### config.mk
export PLATFORM = sky130hd
export DESIGN_NAME = fetch_unit
export DESIGN_NICKNAME = d
export VERILOG_FILES = /design/src/rtl/fetch_unit.sv
export SDC_FILE = /design/constraint.sdc
export NUM_CORES = 1
export LEC_CHECK = 0
export ABC_CLOCK_PERIOD_IN_PS = 2300
export CORE_MARGIN = 8
export CORE_UTILIZATION = 43
export DETAILED_ROUTE_END_ITERATION = 12
export MAX_ROUTING_LAYER = met4
export PLACE_DENSITY = 0.81
export SLEW_MARGIN = 10
export SYNTH_ARGS = -nofsm -noshare
export SYNTH_HDL_FRONTEND = slang
export SYNTH_SLANG_ARGS = --single-unit
### constraint.sdc
create_clock -name clk -period 2.3 [get_ports clk]
set_clock_uncertainty 0.2 [all_clocks]
set_input_delay 0.46 -clock clk [delete_from_list [all_inputs] [get_ports clk]]
set_output_delay 0.46 -clock clk [all_outputs]
set_load 0.02 [all_outputs]
### src/rtl/fetch_unit.sv
// fetch_unit: instruction-fetch stage feeding decode.
// Owns the 8-bit PC and the 16-bit instruction register. It issues one
// request at a time on a req/ack memory port and presents each fetched
// word to decode with a valid/ready handshake. Decode's jump decision
// selects the next PC.
// Optional feature: define FETCH_HALT_EN to build halt-opcode support
// (instr[3:0] == 4'b1111 stops fetching until reset).
module fetch_unit #(
    parameter logic [7:0] RESET_PC       = 8'h00,
    parameter int         TIMEOUT_CYCLES = 16     // legal range 2..255
) (
    input  logic        clk,
    input  logic        rst_n,
    output logic        imem_req,
    output logic [7:0]  imem_addr,
    input  logic [15:0] imem_rdata,
    input  logic        imem_ack,
    output logic [15:0] instr,
    output logic        instr_valid,
    input  logic        instr_ready,
    input  logic        PC_select,
    input  logic [7:0]  jump_addr,
    output logic [7:0]  pc,
    output logic        fetch_err,
    output logic        halted
);

    typedef enum logic [2:0] {
        S_BOOT,
        S_FETCH,
        S_HOLD,
        S_ERR
`ifdef FETCH_HALT_EN
        , S_HALT
`endif
    } state_e;

    // Value the wait counter holds during the last ack-less cycle that is
    // still allowed; one more miss means TIMEOUT_CYCLES have elapsed.
    localparam logic [7:0] CNT_LAST = 8'(TIMEOUT_CYCLES - 1);

    state_e      state_q, state_d;
    logic [7:0]  pc_q, pc_d;
    logic [15:0] instr_q, instr_d;
    logic [7:0]  cnt_q, cnt_d;

    // State register: FSM state, PC, IR and ack-timeout counter.
    always_ff @(posedge clk or negedge rst_n) begin
        if (!rst_n) begin
            state_q <= S_BOOT;
            pc_q    <= RESET_PC;
            instr_q <= 16'h0000;
            cnt_q   <= 8'd0;
        end else begin
            // NOTE: non-blocking assignments so every flop samples the
            // pre-edge values computed by the combinational block.
            state_q <= state_d;
            pc_q    <= pc_d;
            instr_q <= instr_d;
            cnt_q   <= cnt_d;
        end
    end

    // Next-state logic: fetch sequencing, IR capture, PC update, timeout.
    always_comb begin
        // NOTE: hold-current defaults on every path so no latches are inferred.
        state_d = state_q;
        pc_d    = pc_q;
        instr_d = instr_q;
        cnt_d   = cnt_q;

        case (state_q)
            S_BOOT: begin
                cnt_d   = 8'd0;
                state_d = S_FETCH;
            end

            S_FETCH: begin
                // An ack arriving in the final allowed cycle still wins.
                if (imem_ack) begin
                    instr_d = imem_rdata;
                    cnt_d   = 8'd0;
                    state_d = S_HOLD;
                end else if (cnt_q == CNT_LAST) begin
                    cnt_d   = 8'd0;
                    state_d = S_ERR;
                end else begin
                    cnt_d = cnt_q + 8'd1;
                end
            end

            S_HOLD: begin
                // instr_valid is implied in HOLD, so ready alone means consume.
                if (instr_ready) begin
                    state_d = S_FETCH;
                    pc_d    = PC_select ? jump_addr : pc_q + 8'd1;
`ifdef FETCH_HALT_EN
                    // Halt is decided ahead of the jump: a halt opcode never jumps.
                    if (instr_q[3:0] == 4'b1111) begin
                        state_d = S_HALT;
                        pc_d    = pc_q;
                    end
`endif
                end
            end

            default: begin
                // ERR (and HALT when built) are terminal until reset.
            end
        endcase
    end

    // Output decode: every handshake/status output follows the registered state.
    always_comb begin
        imem_req    = 1'b0;
        instr_valid = 1'b0;
        fetch_err   = 1'b0;
        halted      = 1'b0;

        case (state_q)
            S_FETCH: imem_req    = 1'b1;
            S_HOLD:  instr_valid = 1'b1;
            S_ERR:   fetch_err   = 1'b1;
`ifdef FETCH_HALT_EN
            S_HALT:  halted      = 1'b1;
`endif
            default: begin
            end
        endcase
    end

    assign imem_addr = pc_q;
    assign pc        = pc_q;
    assign instr     = instr_q;

endmodule

Word-level counts from Yosys, hierarchy flattened
Index checks and enable logic that the tools add are counted.
{ "totals": {"out_inout_bits": 36, "inputBits": 29, "word_cells": 29, "regBits": 35} }
{ "classes": {"addsub": 2, "reduce_logical": 6, "n_eq_ne": 6, "n_mux": 11} }
{ "op_table": {"columns": ["operator", "n"], "rows": [
  ["8-bit 2-to-1 mux", 3],
  ["8-bit by 1-bit adder with 8-bit output, second input constant", 2],
  ["8-bit one-hot mux with 2 select lines", 1],
  ["3-bit 2-to-1 mux", 3],
  ["3-bit one-hot mux with 3 select lines", 1],
  ["8-bit by 4-bit == test with 1-bit output, second input constant", 1],
  ["3-bit by 2-bit == test with 1-bit output, second input constant", 2],
  ["2-bit AND reduction", 2],
  ["3-bit by 1-bit == test with 1-bit output, second input constant", 1],
  ["3-bit logical NOT", 1],
  ["1-bit 2-to-1 mux", 3],
  ["3-bit inequality test, second input constant", 1],
  ["3-bit AND reduction", 1],
  ["3-bit nonzero test", 1],
  ["2-bit inequality test, second input constant", 1],
  ["2-bit nonzero test", 1]
]} }

Depth between registers and ports, before layout
Gate-level depths: netlist (run 1).
{ "depth": {"depth_word": 4, "ltp_mapped": 5, "mapped_depth_nobuf": 5} }

Worst setup path before layout (run 1)
Ideal clock, no wire load.
{ "synth_path": {"kind": "flip-flop to flip-flop", "from": "register pc_q[0] (netlist: imem_addr[0])", "to": "register pc_q[6] (netlist: imem_addr[6])", "required_time_ns": 1.979, "setup_time_ns": 0.121, "n_path_buf": 0, "stages_incl_launch_ff": 6, "setup_slack_ns": 0.503, "arrival_ns": 1.476, "period_less_slack_ns": 1.797, "cell_sequence": "dfrtp_1 -> ha_1 -> and3_1 -> nand4_1 -> mux2_2 -> o22a_1"} }
{ "synth_between": {"elab_chain_len": 2} }
{ "synth_lines": {"columns": ["element", "line_no", "rtl"], "rows": [
  ["start: declaration", "43", "logic [7:0] pc_q, pc_d;"],
  ["start signal: assignment", "58", "pc_q <= pc_d;"],
  ["8-bit by 1-bit adder with 8-bit output", "96", "pc_d = PC_select ? jump_addr : pc_q + 8'd1;"],
  ["8-bit 2-to-1 mux", "96", null]
]} }
No other way between the ends.
A chain may end at the register's enable or synchronous reset.

Final worst setup path (run 1)
{ "layout_path": {"from": "register state_q[1]", "to": "output fetch_err"} }
{ "layout_between": {"elab_chain_len": 2} }
{ "layout_lines": {"columns": ["element", "line_no", "rtl"], "rows": [
  ["start: declaration", "42", "state_e state_q, state_d;"],
  ["start signal: assignment", "57", "state_q <= state_d;"],
  ["3-bit by 2-bit == test with 1-bit output", "120", "case (state_q)"],
  ["1-bit 2-to-1 mux", "120", null],
  ["end: declaration", "24", "output logic fetch_err,"]
]} }
No other way between the ends.

==> impl_metrics.toml, run 1 <==
[global_route]
grt_usage = 0.137
grt_pass1_vias = 1352
grt_overflow = 0
antenna_found_initial = 0
grt_pass1_wl_um = 6520
grt_start_max_net_pins = 35

[drt]
dr.pass1.iters = 4
wl_per_cell_um = 15.2
wirelength_um = 3990
drt-initial-drc-count = 71
drc = 0
via_count = 1359
via_per_inst = 5.19
drt.antenna.violating_nets = 0

[logic_synthesis]
ys_seq_area_frac = 0.504
yosysUniqueCellTypes = 37
synth_area_um2 = 1690
async_reset_ff_frac = 1.00
synth_edf_count = 0
syn_nets = 183
yosys.area.top_type = "dfrtp_1"
ys.flop_type = "dfrtp_1"
avgSynthCellArea_um2 = 11.1
syn-instance-count = 152
synthTopCellsByCount = "34 x dfrtp_1, 18 x mux2_2, 12 x o21ai_0"
yosys-top-cells-area = "dfrtp_1 50%, mux2_2 12%, buf_4 4.5%, o21ai_0 3.6%, a21oi_1 2.4%"
yosysMostFrequentCell = "dfrtp_1"
ys_ff_latch = 34
netlist.area_leader.share = 0.504
synth_warnings = 0

[worst_setup_path]
r2r_cells = 5
ff2ff_setup_slack_ps = 450
worst-endpoint-required_ps = 1640
r2r-start = "cnt_q[0]"
crit_path_end_kind = "output port"
cp_max_fo = 8
arrival_ps = 1510
r2r_end = "cnt_q[5]"
criticalPathCategory = "register to output port"
cp-start-kind = "register"

[timing]
slew_violations = 0
tns_ps = 0
grt_setup_unrepaired = "false"
finalHoldViolations = 0
max_freq_ghz = 0.461
finalCriticalPeriod_ps = 2170
finalSetupViolations = 0
final.period_utilization = 0.943

[cts]
clock_latency_ps = 280
cts_max_level = 2
cts_tree = "yes"
clk_pin_slew_ps = 70
cts_sinks = 34
cts_buffers = 5
cts-root-buf = "clkbuf_8"
clockBufferDepth = 2

[floorplan]
die_h_um = 78.6
fp.dieW_um = 78.6
dieArea_um2 = 6180
core-area_um2 = 3720
start_util = 0.454
num_rows = 22
pin_count = 65

[min_path]
hold_depth = 1
hp-start = "instr[5]"
min_to = "instr[5]"
worstHoldPathType = "register to register"

[layout]
design_area_um2 = 2420
register_area_um2 = 851
final_util = 0.651
diodes = 0
multi_input_area_um2 = 727
drive_gt1_frac = 0.159
fillers = 312
final_nets = 244
synthToLayoutAreaGrowth_pct = 43.3

[flow_run]
cap_violations = 0

[placement]
io_buffers = 63
hpwl_um = 2940
gp_congestion = 0.799
place_area_um2 = 2310

[pwr]
ir_drop_mv = 0.940
p_per_area_nw_per_um2 = 1270
total_power_mw = 3.07
p_leak_nw = 1.04

[run_status]
status = "finished clean"
## repair_timing
action | 4_1_cts | 5_1_grt
gates resized for setup | 2 | 0
buffers inserted | 0 | 0
hold buffers | 0 | 0
setup endpoints to repair | 2 | 0
## per-layer routing
layer | global-route usage | routed length [um] | vias to the layer above
li1 | - | - | 655
met3 | 0.0661 | 428 | 5
met4 | 0.0667 | 76 | 0
met5 | - | 0 | -
met2 | 0.207 | 1770 | 51
met1 | 0.148 | 1710 | 648
## critical path, stage by stage, from the launching register on
cell and delay [ps]:
dfrtp_1 470, and2_1 160, clkdlybuf4s50_1 600
## worst max-delay path by stage
| stage | start | endpoint | slack (ps) | cells past startpoint |
|---|---|---|---|---|
| 2_1_floorplan | imem_addr[0] | imem_addr[6] | 500 | 5 |
| 3_3_place_gp | state_q[1] | imem_req | 290 | 3 |
| 3_5_place_dp | imem_ack | cnt_q[5] | 260 | 4 |
| 4_1_cts | state_q[1] | fetch_err | 110 | 2 |
| 5_1_grt | state_q[1] | fetch_err | 50 | 2 |
| 6_report | state_q[1] | fetch_err | 130 | 2 |
## stage by stage
| step | std cells | hold WS, ps | setup slack, ps |
|---|---|---|---|
| 4_1_cts | 262 | 308 | 113 |
| 6_report | 262 | 303 | 130 |
| 5_1_grt | 262 | 317 | 54.2 |
| 2_1_floorplan | 152 | -35.6 | 503 |
| 3_5_place_dp | 254 | 293 | 258 |
| 3_3_place_gp | 254 | 286 | 292 |
## where the power goes
part	leakage [nW]	switching, mW	total, mW	internal (mW)
clock network	0.0524	0.211	0.535	0.324
logic	0.572	0.700	1.46	0.764
registers	0.414	0.227	1.07	0.840
## placed cells by master, fill, tap and decap left out, types with 4 or more instances in the layout
cell type / instances
nand2_1: 10
dfrtp_1: 34
a21oi_1: 8
inv_1: 4
buf_4: 4
mux2_2: 18
nor2_1: 10
clkbuf_8: 5
clkdlybuf4s50_1: 61
nand3_1: 6
o21ai_0: 12
## cell type report
type                            instances  area share
Sequential cell                        34       0.352
Clock buffer                            7      0.0316
Timing Repair Buffer                   67       0.272
Multi-Input combinational cell        101       0.301
Clock inverter                          1      0.0124
Tap cell                               48      0.0248
Inverter                                4     0.00621
## kinds of logic after synthesis
kind of cell	after synthesis	synth area share
AND/OR/NAND/NOR	43	0.144
flip-flops	34	0.504
AO/OA/AOI/OAI	32	0.122
multiplexers	21	0.138
buffers and inverters	17	0.0645
adder cells (fa/ha/maj)	2	0.0148
XOR/XNOR	2	0.0104
other	1	0.00222
## flip-flops by register name (all words and copies together) (netlist names)
signal,cells
imem_addr,8
instr,16
cnt_q,8
state_q,2
(Power assumes the default switching activity.)
==> run 2: changes to the inputs <==
--- a/config.mk
+++ b/config.mk
@@ -10,4 +10,5 @@
 export CORE_UTILIZATION = 43
 export DETAILED_ROUTE_END_ITERATION = 12
+export GPL_ROUTABILITY_DRIVEN = 0
 export MAX_ROUTING_LAYER = met4
 export PLACE_DENSITY = 0.81
==> constraint.sdc (replaced) <==
create_clock -name clk -period 2.3 [get_ports clk]
set_clock_uncertainty 0.2 [all_clocks]
set_input_delay 0.46 -clock clk [delete_from_list [all_inputs] [get_ports clk]]
set_output_delay 0.46 -clock clk [all_outputs]
set_load 0.005 [all_outputs]
==> run 2 against run 1 <==
Compared with the run above: sequential cell count did not move; worst hold slack gained 1.4 ps; register-to-register slack barely moved; maximum frequency shrank 1.9%; wire length shrank 0.63%; sequential power is essentially flat; worst setup slack got worse by 43 ps; critical path type unchanged; critical endpoint is now imem_req; largest cell class unchanged.
==> impl_metrics.toml, run 2 (same netlist as run 1, synthesis figures left out) <==
[flow_run]
cap_violations = 0

[cts]
cts_sinks = 34
clk_pin_slew_ps = 60
cts-root-buf = "clkbuf_8"
clockBufferDepth = 2
cts_tree = "yes"
cts_max_level = 2
cts_buffers = 5
clock_latency_ps = 270

[drt]
wl_per_cell_um = 15.1
wirelength_um = 3960
drc = 0
via_count = 1353
dr.pass1.iters = 4
via_per_inst = 5.14
drt-initial-drc-count = 55
drt.antenna.violating_nets = 0

[worst_setup_path]
crit_path_end_kind = "output port"
cp-start-kind = "register"
crit_chain = "nand2b_4 > inv_1 > clkdlybuf4s50_1"
arrival_ps = 1550
worst-endpoint-required_ps = 1640
critPathMaxStageDelay_ps = 520
cp_max_fo = 9
slowest_stage = "clkdlybuf4s50_1"
crit_family = "buffers and inverters"
criticalPathCategory = "register to output port"
cp_num_buf_inv = 2

[global_route]
antenna_found_initial = 0
use_met2 = 0.213
met3_usage = 0.0604
grt_usage = 0.138
grt_overflow = 0
grt_pass1_wl_um = 6710
grt_use_met1 = 0.158
grt_pass1_vias = 1426
busiest_layer = "met2"
grt_start_max_net_pins = 35

[pwr]
p_leak_nw = 1.02
p_per_area_nw_per_um2 = 1090
total_power_mw = 2.62
ir_drop_mv = 0.585

[timing]
finalCriticalPeriod_ps = 2210
grt_setup_unrepaired = "false"
final.period_utilization = 0.962
finalHoldViolations = 0
slew_violations = 0
max_freq_ghz = 0.452
holdWs_ps = 305
finalWorstSetupSlack_ps = 87.6
tns_ps = 0
finalSetupViolations = 0

[layout]
synthToLayoutAreaGrowth_pct = 42.7
design_area_um2 = 2410
final_util = 0.647
instances_no_fill = 263
largest_register_ffs = 16
layout_commonest_cell = "clkdlybuf4s50_1"
drive_gt1_frac = 0.167
layout_common_cells = "63 x clkdlybuf4s50_1, 33 x dfrtp_1, 18 x mux2_2, 12 x o21ai_0"
diodes = 0
final_nets = 246
fillers = 304

[placement]
placed_cells = 254
hpwl_um = 3030
io_buffers = 63
place_area_um2 = 2310
post-place-ws_ps = 257

[floorplan]
num_rows = 22
core-area_um2 = 3720
start_util = 0.454
fp.dieW_um = 78.6
die_h_um = 78.6
dieArea_um2 = 6180
pin_count = 65

[run_status]
status = "finished clean"

[min_path]
worstHoldPathType = "register to register"
run 2: area by class of cell:
cell class	instances	area [um^2]	area share
multi-input combinational	101	727	0.302
sequential	34	852	0.354
tap	48	60.1	0.0250
clock buffer	7	76.3	0.0317
inverter	4	15.0	0.00624
timing repair buffer	69	676	0.281
run 2: worst paths after layout:
kind                                 start          to  slack, ps  cells past startpoint
worst min-delay path             instr[10]   instr[10]        300                      1
min in group asynchronous            rst_n    instr[0]        400                      2
max in group asynchronous            rst_n  state_q[1]       1170                      2
worst max-delay path            state_q[1]    imem_req         90                      3
worst max register to register    cnt_q[0]    cnt_q[5]        450                      5
worst min register to register   instr[10]   instr[10]        300                      1
run 2: what timing repair did:
item	4_1_cts	5_1_grt
endpoints found under the setup margin	0	2
hold buffers	0	0
buffers inserted	0	2
gates resized for setup	0	1
run 2: metal layers:
layer / vias up / share of wire / wire length, um
met5: - / 0 / 0
met4: 0 / 0.0096 / 38
met3: 4 / 0.10 / 413
met2: 49 / 0.47 / 1850
met1: 644 / 0.42 / 1660
li1: 656 / - / -
run 2: where the power goes:
part | internal (mW) | leakage (nW) | switching (mW) | total (mW)
registers | 0.841 | 0.413 | 0.230 | 1.07
clock network | 0.208 | 0.0383 | 0.194 | 0.402
logic | 0.781 | 0.571 | 0.370 | 1.15
